==> src/rtl/oam_dma_arbiter_if.sv <==
// Bus bundle for the OAM DMA arbiter: CPU side, mem_map side, HRAM side,
// the M-cycle strobe and the DMA-active flag.
interface oam_dma_arbiter_if;
  logic        mclk_in;
  logic [15:0] cpu_addr;
  logic [7:0]  cpu_wdata;
  logic        cpu_write;
  logic [7:0]  cpu_rdata;
  logic [15:0] mem_addr;
  logic [7:0]  mem_wdata;
  logic        mem_write;
  logic [7:0]  mem_rdata;
  logic [6:0]  hram_addr;
  logic [7:0]  hram_wdata;
  logic        hram_write;
  logic [7:0]  hram_rdata;
  logic        dma_active;

  // Arbiter side
  modport slave (
    input  mclk_in, cpu_addr, cpu_wdata, cpu_write, mem_rdata, hram_rdata,
    output cpu_rdata, mem_addr, mem_wdata, mem_write,
           hram_addr, hram_wdata, hram_write, dma_active
  );

  // CPU / memory environment side
  modport master (
    output mclk_in, cpu_addr, cpu_wdata, cpu_write, mem_rdata, hram_rdata,
    input  cpu_rdata, mem_addr, mem_wdata, mem_write,
           hram_addr, hram_wdata, hram_write, dma_active
  );
endinterface

==> src/rtl/oam_dma_arbiter.sv <==
// OAM DMA arbiter: copies DMA_LEN bytes from {src,00} into OAM, one byte per
// READ/WRITE M-cycle pair, while fencing the CPU off the main memory port.
// HRAM stays reachable by the CPU at all times.
module oam_dma_arbiter #(
  parameter int unsigned DMA_LEN      = 160,
  parameter logic [15:0] OAM_BASE     = 16'hFE00,
  parameter logic [15:0] DMA_REG_ADDR = 16'hFF46
) (
  input logic               clk_in,
  input logic               rst_in,
  oam_dma_arbiter_if.slave  bus
);

  localparam logic [7:0] LAST_IDX = 8'(DMA_LEN - 1);

  typedef enum logic [1:0] {IDLE, START, READ, WRITE} state_t;

  state_t     state_q, state_d;
  logic [7:0] src_q, src_d;
  logic [7:0] index_q, index_d;
  logic [7:0] buffer_q, buffer_d;
  logic       dma_active_q, dma_active_d;

  logic       hram_hit;
  logic       reg_hit;
  logic       reg_wr;
  logic       dma_busy;
  logic [7:0] eff_src;

  // Address decode and echo-RAM source mirroring
  always_comb begin
    hram_hit = (bus.cpu_addr >= 16'hFF80) && (bus.cpu_addr != 16'hFFFF);
    reg_hit  = (bus.cpu_addr == DMA_REG_ADDR);
    reg_wr   = reg_hit && bus.cpu_write;
    dma_busy = (state_q == READ) || (state_q == WRITE);
    eff_src  = (src_q >= 8'hE0) ? (src_q - 8'h20) : src_q;
  end

  // Next-state logic; everything advances only on M-cycle strobes
  always_comb begin
    state_d  = state_q;
    src_d    = src_q;
    index_d  = index_q;
    buffer_d = buffer_q;
    if (bus.mclk_in) begin
      if (reg_wr) begin
        src_d   = bus.cpu_wdata;
        index_d = '0;
        state_d = START;
      end else begin
        case (state_q)
          START: begin
            index_d = '0;
            state_d = READ;
          end
          READ: begin
            buffer_d = bus.mem_rdata;
            state_d  = WRITE;
          end
          WRITE: begin
            if (index_q == LAST_IDX) begin
              state_d = IDLE;
            end else begin
              index_d = index_q + 8'd1;
              state_d = READ;
            end
          end
          default: state_d = state_q;
        endcase
      end
    end
    dma_active_d = (state_d == READ) || (state_d == WRITE);
  end

  // State registers
  always_ff @(posedge clk_in or posedge rst_in) begin
    if (rst_in) begin
      state_q      <= IDLE;
      src_q        <= '0;
      index_q      <= '0;
      buffer_q     <= '0;
      dma_active_q <= 1'b0;
    end else begin
      state_q      <= state_d;
      src_q        <= src_d;
      index_q      <= index_d;
      buffer_q     <= buffer_d;
      dma_active_q <= dma_active_d;
    end
  end

  // Bus steering: HRAM and the DMA register win over DMA/pass-through.
  // A restart landing on a WRITE cycle suppresses that byte's strobe.
  always_comb begin
    bus.hram_addr  = bus.cpu_addr[6:0];
    bus.hram_wdata = bus.cpu_wdata;
    bus.hram_write = !rst_in && hram_hit && bus.cpu_write;

    bus.mem_addr   = bus.cpu_addr;
    bus.mem_wdata  = bus.cpu_wdata;
    bus.mem_write  = 1'b0;
    case (state_q)
      READ: begin
        bus.mem_addr = {eff_src, index_q};
      end
      WRITE: begin
        bus.mem_addr  = OAM_BASE + {8'h00, index_q};
        bus.mem_wdata = buffer_q;
        bus.mem_write = !reg_wr;
      end
      default: begin
        bus.mem_write = bus.cpu_write && !hram_hit && !reg_hit;
      end
    endcase
    if (rst_in) bus.mem_write = 1'b0;

    if (hram_hit)      bus.cpu_rdata = bus.hram_rdata;
    else if (reg_hit)  bus.cpu_rdata = src_q;
    else if (dma_busy) bus.cpu_rdata = 8'hFF;
    else               bus.cpu_rdata = bus.mem_rdata;
  end

  assign bus.dma_active = dma_active_q;

endmodule

==> src/flat_wrapper.sv <==
// flat-port wrapper written by rule: the top's interface ports become plain ports
module oam_dma_arbiter_flat 
#(
  parameter int unsigned DMA_LEN      = 160,
  parameter logic [15:0] OAM_BASE     = 16'hFE00,
  parameter logic [15:0] DMA_REG_ADDR = 16'hFF46
)
  (clk_in, rst_in, bus_mclk_in, bus_cpu_addr, bus_cpu_wdata, bus_cpu_write, bus_mem_rdata, bus_hram_rdata, bus_cpu_rdata, bus_mem_addr, bus_mem_wdata, bus_mem_write, bus_hram_addr, bus_hram_wdata, bus_hram_write, bus_dma_active);
  oam_dma_arbiter_if bus_i ();
  input logic clk_in;
  input logic rst_in;
  input wire logic [$bits(bus_i.mclk_in)-1:0] bus_mclk_in;
  input wire logic [$bits(bus_i.cpu_addr)-1:0] bus_cpu_addr;
  input wire logic [$bits(bus_i.cpu_wdata)-1:0] bus_cpu_wdata;
  input wire logic [$bits(bus_i.cpu_write)-1:0] bus_cpu_write;
  input wire logic [$bits(bus_i.mem_rdata)-1:0] bus_mem_rdata;
  input wire logic [$bits(bus_i.hram_rdata)-1:0] bus_hram_rdata;
  output wire logic [$bits(bus_i.cpu_rdata)-1:0] bus_cpu_rdata;
  output wire logic [$bits(bus_i.mem_addr)-1:0] bus_mem_addr;
  output wire logic [$bits(bus_i.mem_wdata)-1:0] bus_mem_wdata;
  output wire logic [$bits(bus_i.mem_write)-1:0] bus_mem_write;
  output wire logic [$bits(bus_i.hram_addr)-1:0] bus_hram_addr;
  output wire logic [$bits(bus_i.hram_wdata)-1:0] bus_hram_wdata;
  output wire logic [$bits(bus_i.hram_write)-1:0] bus_hram_write;
  output wire logic [$bits(bus_i.dma_active)-1:0] bus_dma_active;
  assign bus_i.mclk_in = bus_mclk_in;
  assign bus_i.cpu_addr = bus_cpu_addr;
  assign bus_i.cpu_wdata = bus_cpu_wdata;
  assign bus_i.cpu_write = bus_cpu_write;
  assign bus_i.mem_rdata = bus_mem_rdata;
  assign bus_i.hram_rdata = bus_hram_rdata;
  assign bus_cpu_rdata = bus_i.cpu_rdata;
  assign bus_mem_addr = bus_i.mem_addr;
  assign bus_mem_wdata = bus_i.mem_wdata;
  assign bus_mem_write = bus_i.mem_write;
  assign bus_hram_addr = bus_i.hram_addr;
  assign bus_hram_wdata = bus_i.hram_wdata;
  assign bus_hram_write = bus_i.hram_write;
  assign bus_dma_active = bus_i.dma_active;
  oam_dma_arbiter #(.DMA_LEN(DMA_LEN), .OAM_BASE(OAM_BASE), .DMA_REG_ADDR(DMA_REG_ADDR)) u_core (.clk_in(clk_in), .rst_in(rst_in), .bus(bus_i));
endmodule
==> config.mk <==
export PLATFORM = sky130hd
export DESIGN_NAME = oam_dma_arbiter_flat
export DESIGN_NICKNAME = d
export VERILOG_FILES = /design/src/rtl/oam_dma_arbiter_if.sv /design/src/rtl/oam_dma_arbiter.sv /design/src/flat_wrapper.sv
export SDC_FILE = /design/constraint.sdc
export NUM_CORES = 1
export LEC_CHECK = 0
export ABC_CLOCK_PERIOD_IN_PS = 2000
export BUFFER_PORTS_ARGS = -buffer_cell sky130_fd_sc_hd__buf_2
export CAP_MARGIN = 10
export CORE_ASPECT_RATIO = 0.9
export CORE_MARGIN = 2
export CORE_UTILIZATION = 43
export CTS_CLUSTER_DIAMETER = 60
export DETAILED_ROUTE_END_ITERATION = 12
export PLACE_DENSITY_LB_ADDON = 0.2
export SLEW_MARGIN = 20
export SYNTH_ARGS = -nofsm -noshare
export SYNTH_HDL_FRONTEND = slang
export SYNTH_SLANG_ARGS = --single-unit
==> constraint.sdc <==
create_clock -name clk_in -period 2 [get_ports clk_in]
set_input_delay 0 -clock clk_in [delete_from_list [all_inputs] [get_ports clk_in]]
set_output_delay 0 -clock clk_in [all_outputs]
set_load 0.02 [all_outputs]
==> results.cfg, run 1 <==
[synth]
syn_nets = 270
ys_warn_count = 0
synth.area.top_cells = dfrtp_1 (32%), mux2_2 (9.2%), mux2_4 (5.7%)
synth_area_per_cell_um2 = 9.33
yosysTopAreaCell = dfrtp_1
synth_area_mm2 = 0.00209
ys_ff_latch = 27
ys_seq_area_share_pct = 32.3
syn_inst = 224
yosysTopAreaCellShare_pct = 32.3
synthDistinctLibCells = 43

[setup_path]
cp-end-kind = primary output
path_cells = buf_2 -> or4_4 -> or4_4 -> buf_12 -> mux2i_1 -> mux2_1 -> buf_2
crit_path_max_fanout = 7
crit_buf_inv = 3
crit_type = input port to primary output
cp_data_arrival_time_ns = 1.97
crit_family = simple AND/OR/NAND/NOR gates
required_ns = 2.00
critPathLaunchType = input port
cp_slowest_cell = or4_4
slowest_delay_ns = 0.56

[finish]
utilization_pct = 59.9
nets = 375
areaGrowthSynthToFinish_pct = 36.9
final_cell_mix = buf_2 (93), nand2_1 (31), dfrtp_1 (27)
final_common_cell = buf_2
final_area_mm2 = 0.00286
diodes = 0
final_layout_size_suffix_gt1_share_pct = 45.1

[floorplanning]
core_mm2 = 0.00477
start_util_pct = 43.8
row_count = 24
die-area_mm2 = 0.00544
ioPinCount = 94
die_x_um = 77.5
die_height_um = 70.2

[cts]
clock-root-buffer = clkbuf_8
htreeDepth = 1
numCtsBuffers = 3
clkSlewWorstSetupHoldPaths_ns = 0.10
clock_latency_ns = 0.28
cts_setup_buffers = 0
cts_tree = done
clock_path_buffers = 2
cts.sinks = 27

[job]
max_cap_violations = 0

[global_routing]
grt_max_degree = 28
grt-ovfl-total = 0
antenna_found_initial = 0
grt_pass1_vias = 2029
grt_first_pass_wirelength_mm = 9.69
grtUsageTotal_pct = 22.4

[placement]
hpwl_mm = 4.42
place_ws_ns = 0.0120
place_area_mm2 = 0.00260
port_buffers = 93
gp_congestion = 0.823

[power_and_ir_drop]
p_sw_uw = 928
peakVddDrop_mv = 0.439
p_seq_share_pct = 34.5
p_sw_share_pct = 41.2
p_comb_share_pct = 51.2
leakagePower_uw = 0.00139
clockPowerShare_pct = 14.2
power_density_mw_per_mm2 = 787
power.internal_uw = 1320

[sta]
layout_setup_ws_ns = 0.0295
fmax_mhz = 507
rsz0062_at_grt = no
report.final.slew_viol_count = 0
skew_ns = 0.00803
fin_crit_sh_pct = 98.5
max_slew_margin_pct = 47.7
period_minus_slack_ns = 1.97
worst_pin_slew_ns = 0.784
hold_viol = 0
setup_viol = 0
tns_ns = 0

[route]
wl_met1_mm = 2.84
ant_nets = 0
drt_wl_total_mm = 5.98
viasPerCell = 5.25
num_vias = 2064
drt_iter0_drc = 147
highest_layer = met4
drt_first_pass_iters = 4
wl_met2_mm = 2.82
dr_wl_met3_um = 226
wl_per_cell_um = 15.2
route.detailed.drc = 0

[run_status]
outcome = finished, final reports clean

[hold_path]
hp-class = input port to register
## worst min-delay path, delay by kind of cell
kind,cells,cell delay (ns)
AOI/OAI and AO/OA,1,0.07
buffers and inverters,1,0.17
and+or+nand+nor,1,0.08
## synthesized netlist by cell type, drive strengths merged
| library cell | instances |
|---|---|
| a41o | 1 |
| mux2i | 9 |
| nor2 | 15 |
| nand2 | 31 |
| or2 | 1 |
| a21oi | 8 |
| o22ai | 3 |
| nand2b | 1 |
| and2 | 1 |
| o211ai | 4 |
| a221oi | 1 |
| nand4b | 1 |
| nor2b | 2 |
| a31oi | 3 |
| a211oi | 2 |
| and4 | 3 |
| o311ai | 4 |
| o2111ai | 4 |
| nand4 | 4 |
| o21ai | 4 |
| dfrtp | 27 |
| a211o | 1 |
| or4 | 2 |
| mux2 | 33 |
| o2bb2ai | 1 |
| a311o | 1 |
| or3 | 1 |
| clkinv | 1 |
| inv | 14 |
| ha | 2 |
| buf | 18 |
| nand3 | 3 |
| nor4 | 1 |
| clkbuf | 10 |
| o22a | 5 |
| and3 | 2 |
## per-layer routing
metal / GRT usage [%] / vias to the layer above
li1: - / 1004
met1: 31.2 / 991
met2: 36.6 / 61
met3: 3.36 / 8
met4: 5.75 / 0
met5: 0 / -
## worst paths after layout
kind                            depth (start not counted)  slack, ns                              to                      startpoint
worst max-delay path                                    7       0.03                bus_cpu_rdata[3]                 bus_cpu_addr[3]
worst min-delay path                                    3       0.08     u_core.state_q[0]$_DFF_PP0_                   bus_cpu_write
worst max register to register                          5       0.12   u_core.index_q[5]$_DFFE_PP0P_   u_core.index_q[1]$_DFFE_PP0P_
worst min register to register                          1       0.51  u_core.buffer_q[4]$_DFFE_PP0P_  u_core.buffer_q[4]$_DFFE_PP0P_
max in group asynchronous                               4       1.35   u_core.index_q[1]$_DFFE_PP0P_                          rst_in
min in group asynchronous                               4       0.38     u_core.state_q[0]$_DFF_PP0_                          rst_in
## per-stage QoR
stage,std cells,power (µW),hold WS (ns)
2_1_floorplan,224,1490,0.0581
3_3_place_gp,371,1870,0.142
3_5_place_dp,371,1880,0.146
4_1_cts,393,2230,0.0681
5_1_grt,393,2400,0.0836
6_report,393,2250,0.0782
## timing repair
item | 4_1_cts | 5_1_grt
gates resized for setup | 0 | 5
hold buffers | 18 | 0
endpoints found under the hold margin | 44 | 0
setup endpoints to repair | 0 | 12
## power groups by stage
| stage | combinational (µW) | clock (µW) | sequential (µW) |
|---|---|---|---|
| after floorplan | 704 | 0 | 782 |
| after global placement | 1090 | 0 | 780 |
| after detailed placement | 1100 | 0 | 786 |
| after CTS | 1130 | 328 | 775 |
| after global routing | 1260 | 343 | 796 |
| final | 1150 | 320 | 778 |
## state kept, by name, indices dropped and copies added, names as in the netlist
register,count
u_core.buffer_q,8
u_core.bus.dma_active,1
u_core.index_q,8
u_core.src_q,8
u_core.state_q,2
## cells by family (layout without fill, tap and decap cells)
kind of cell / Yosys count / after routing / share of synthesized area [%]
AO/OA/AOI/OAI: 42 / 42 / 14.7
AND/OR/NAND/NOR: 68 / 68 / 17.1
adder cells (fa/ha/maj): 2 / 2 / 1.20
multiplexers: 42 / 42 / 23.5
buffers and inverters: 43 / 147 / 11.1
flip-flops: 27 / 27 / 32.3
## area by class of cell
class | count | area (µm²)
Fill cell | 440 | 1910
Clock buffer | 4 | 45.0
Sequential cell | 27 | 676
Timing Repair Buffer | 128 | 786
Inverter | 15 | 56.3
Multi-Input combinational cell | 154 | 1220
Tap cell | 65 | 81.3
(Power assumes the default switching activity.)
==> run 2: changes to the inputs <==
- ABC_CLOCK_PERIOD_IN_PS: 2000 -> 2310
- TNS_END_PERCENT: not set -> 30
- clock period: 2 -> 2.31 ns (I/O delays scaled with it)
==> results.cfg, run 2 (synthesis results as in run 1) <==
[route]
drt_first_pass_iters = 4
ant_nets = 0
route.detailed.drc = 0
drt_wl_total_mm = 5.85
drt_iter0_drc = 130
viasPerCell = 5.36
wl_per_cell_um = 15.4
num_vias = 2044

[hold_path]
hp-class = input port to register

[finish]
final_common_cell = buf_2
top_regs = u_core.buffer_q: 8 flops, u_core.index_q: 8 flops, u_core.src_q: 8 flops
stdcell_count = 381
final_cell_mix = buf_2 (93), nand2_1 (31), dfrtp_1 (27)
register_area_um2 = 676
nets = 363
multiInputGateArea_mm2 = 0.00118
utilization_pct = 57.1
diodes = 0
final_layout_size_suffix_gt1_share_pct = 42.4
final_area_mm2 = 0.00273
fillers = 440
areaGrowthSynthToFinish_pct = 30.3

[setup_path]
required_ns = 2.49
slowest_delay_ns = 0.43
crit_path_max_fanout = 7
crit_type = register to register
critPathLaunchType = register
cp-end-kind = register
cp_slowest_cell = dfrtp_1
path_cells = ha_1 -> and4_1 -> a41o_1 -> a211o_1 -> o311ai_1
cp_data_arrival_time_ns = 2.20

[sta]
layout_setup_ws_ns = 0.287
skew_ns = 0.00522
setup_viol = 0
tns_ns = 0
fin_crit_sh_pct = 87.6
fmax_mhz = 494
hold_viol = 0
report.final.slew_viol_count = 0
rsz0062_at_grt = no
worst_pin_slew_ns = 0.795
max_slew_margin_pct = 46.9
period_minus_slack_ns = 2.02

[power_and_ir_drop]
p_seq_share_pct = 38.6
clockPowerShare_pct = 15.1
power.internal_uw = 1080
peakVddDrop_mv = 0.426
power_density_mw_per_mm2 = 683
p_comb_share_pct = 46.3
p_sw_uw = 778
p_sw_share_pct = 41.8
leakagePower_uw = 0.00132

[cts]
clock_latency_ns = 0.28
numCtsBuffers = 3
ctsResizeCount = 0
htreeDepth = 1
cts_tree = done
clkSlewWorstSetupHoldPaths_ns = 0.10
clock_path_buffers = 2
cts.sinks = 27
clock-root-buffer = clkbuf_8

[placement]
place_area_mm2 = 0.00251
port_buffers = 93
post-place-cells = 360
place_ws_ns = 0.228
gp_congestion = 0.865
hpwl_mm = 4.30

[global_routing]
grt_pass1_vias = 1895
grt_max_degree = 33
grt-ovfl-total = 0
grt_first_pass_wirelength_mm = 9.58
grtUsageTotal_pct = 21.9
antenna_found_initial = 0

[floorplanning]
die_x_um = 77.5
die-area_mm2 = 0.00544
ioPinCount = 94
core_mm2 = 0.00477
row_count = 24
die_height_um = 70.2
start_util_pct = 43.8

[run_status]
outcome = finished, final reports clean

[job]
max_cap_violations = 0
[run 2: cell count changes in the layout (fill, tap and decap cells not counted), sizes merged]
cell | before | now
dlygate4sd3 | 18 | 17
buf | 110 | 99
clkinvlp | 0 | 1
clkbuf | 4 | 3
[run 2: power groups by stage]
stage	sequential [µW]	clock, µW	combinational [µW]
5_1_grt	739	307	935
3_5_place_dp	727	0	843
4_1_cts	716	290	868
3_3_place_gp	722	0	838
6_report	719	280	863
2_1_floorplan	677	0	609
[run 2: final cells by class]
cell class | count | area share (%)
clock buffer | 3 | 1.52
tap | 65 | 2.98
clock inverter | 1 | 0.275
inverter | 15 | 2.07
timing repair buffer | 116 | 25.0
multi-input combinational | 154 | 43.4
sequential | 27 | 24.8
[run 2: worst paths after layout]
path,start,to,slack [ns],depth (start not counted)
setup / recovery,u_core.index_q[0]$_DFFE_PP0P_,u_core.index_q[3]$_DFFE_PP0P_,0.29,5
hold / removal,bus_mclk_in,u_core.state_q[1]$_DFF_PP0_,0.003,2
setup reg to reg,u_core.index_q[0]$_DFFE_PP0P_,u_core.index_q[3]$_DFFE_PP0P_,0.29,5
hold reg to reg,u_core.buffer_q[1]$_DFFE_PP0P_,u_core.buffer_q[1]$_DFFE_PP0P_,0.52,1
max in group asynchronous,rst_in,u_core.index_q[3]$_DFFE_PP0P_,1.68,4
min in group asynchronous,rst_in,u_core.index_q[4]$_DFFE_PP0P_,0.36,4
[run 2: repair_timing]
| item | 4_1_cts | 5_1_grt |
|---|---|---|
| hold endpoints to repair | 42 | 1 |
| setup buffers | 0 | 0 |
| hold buffers | 16 | 1 |
| setup endpoints to repair | 0 | 0 |
[run 2: worst max-delay path, delay by kind of cell, from the launching register on]
family | cells | cell delay, ns
AOI/OAI and AO/OA | 3 | 0.99
adders and majority gates | 1 | 0.25
DFF | 1 | 0.43
and+or+nand+nor | 1 | 0.25
[run 2: layer usage]
metal	track usage [%]	vias up	routed length, µm
met5	0	-	0
met4	2.38	0	25
met3	3.23	2	303
met2	35.8	72	2790
met1	31.9	990	2740
li1	-	980	-
[run 2: per-stage QoR]
stage	hold WS, ns	total power [µW]
final	0.00281	1860
after global routing	0.0172	1980
after CTS	0.00307	1870
after detailed placement	0.142	1570
after global placement	0.129	1560
after floorplan	0.0581	1290
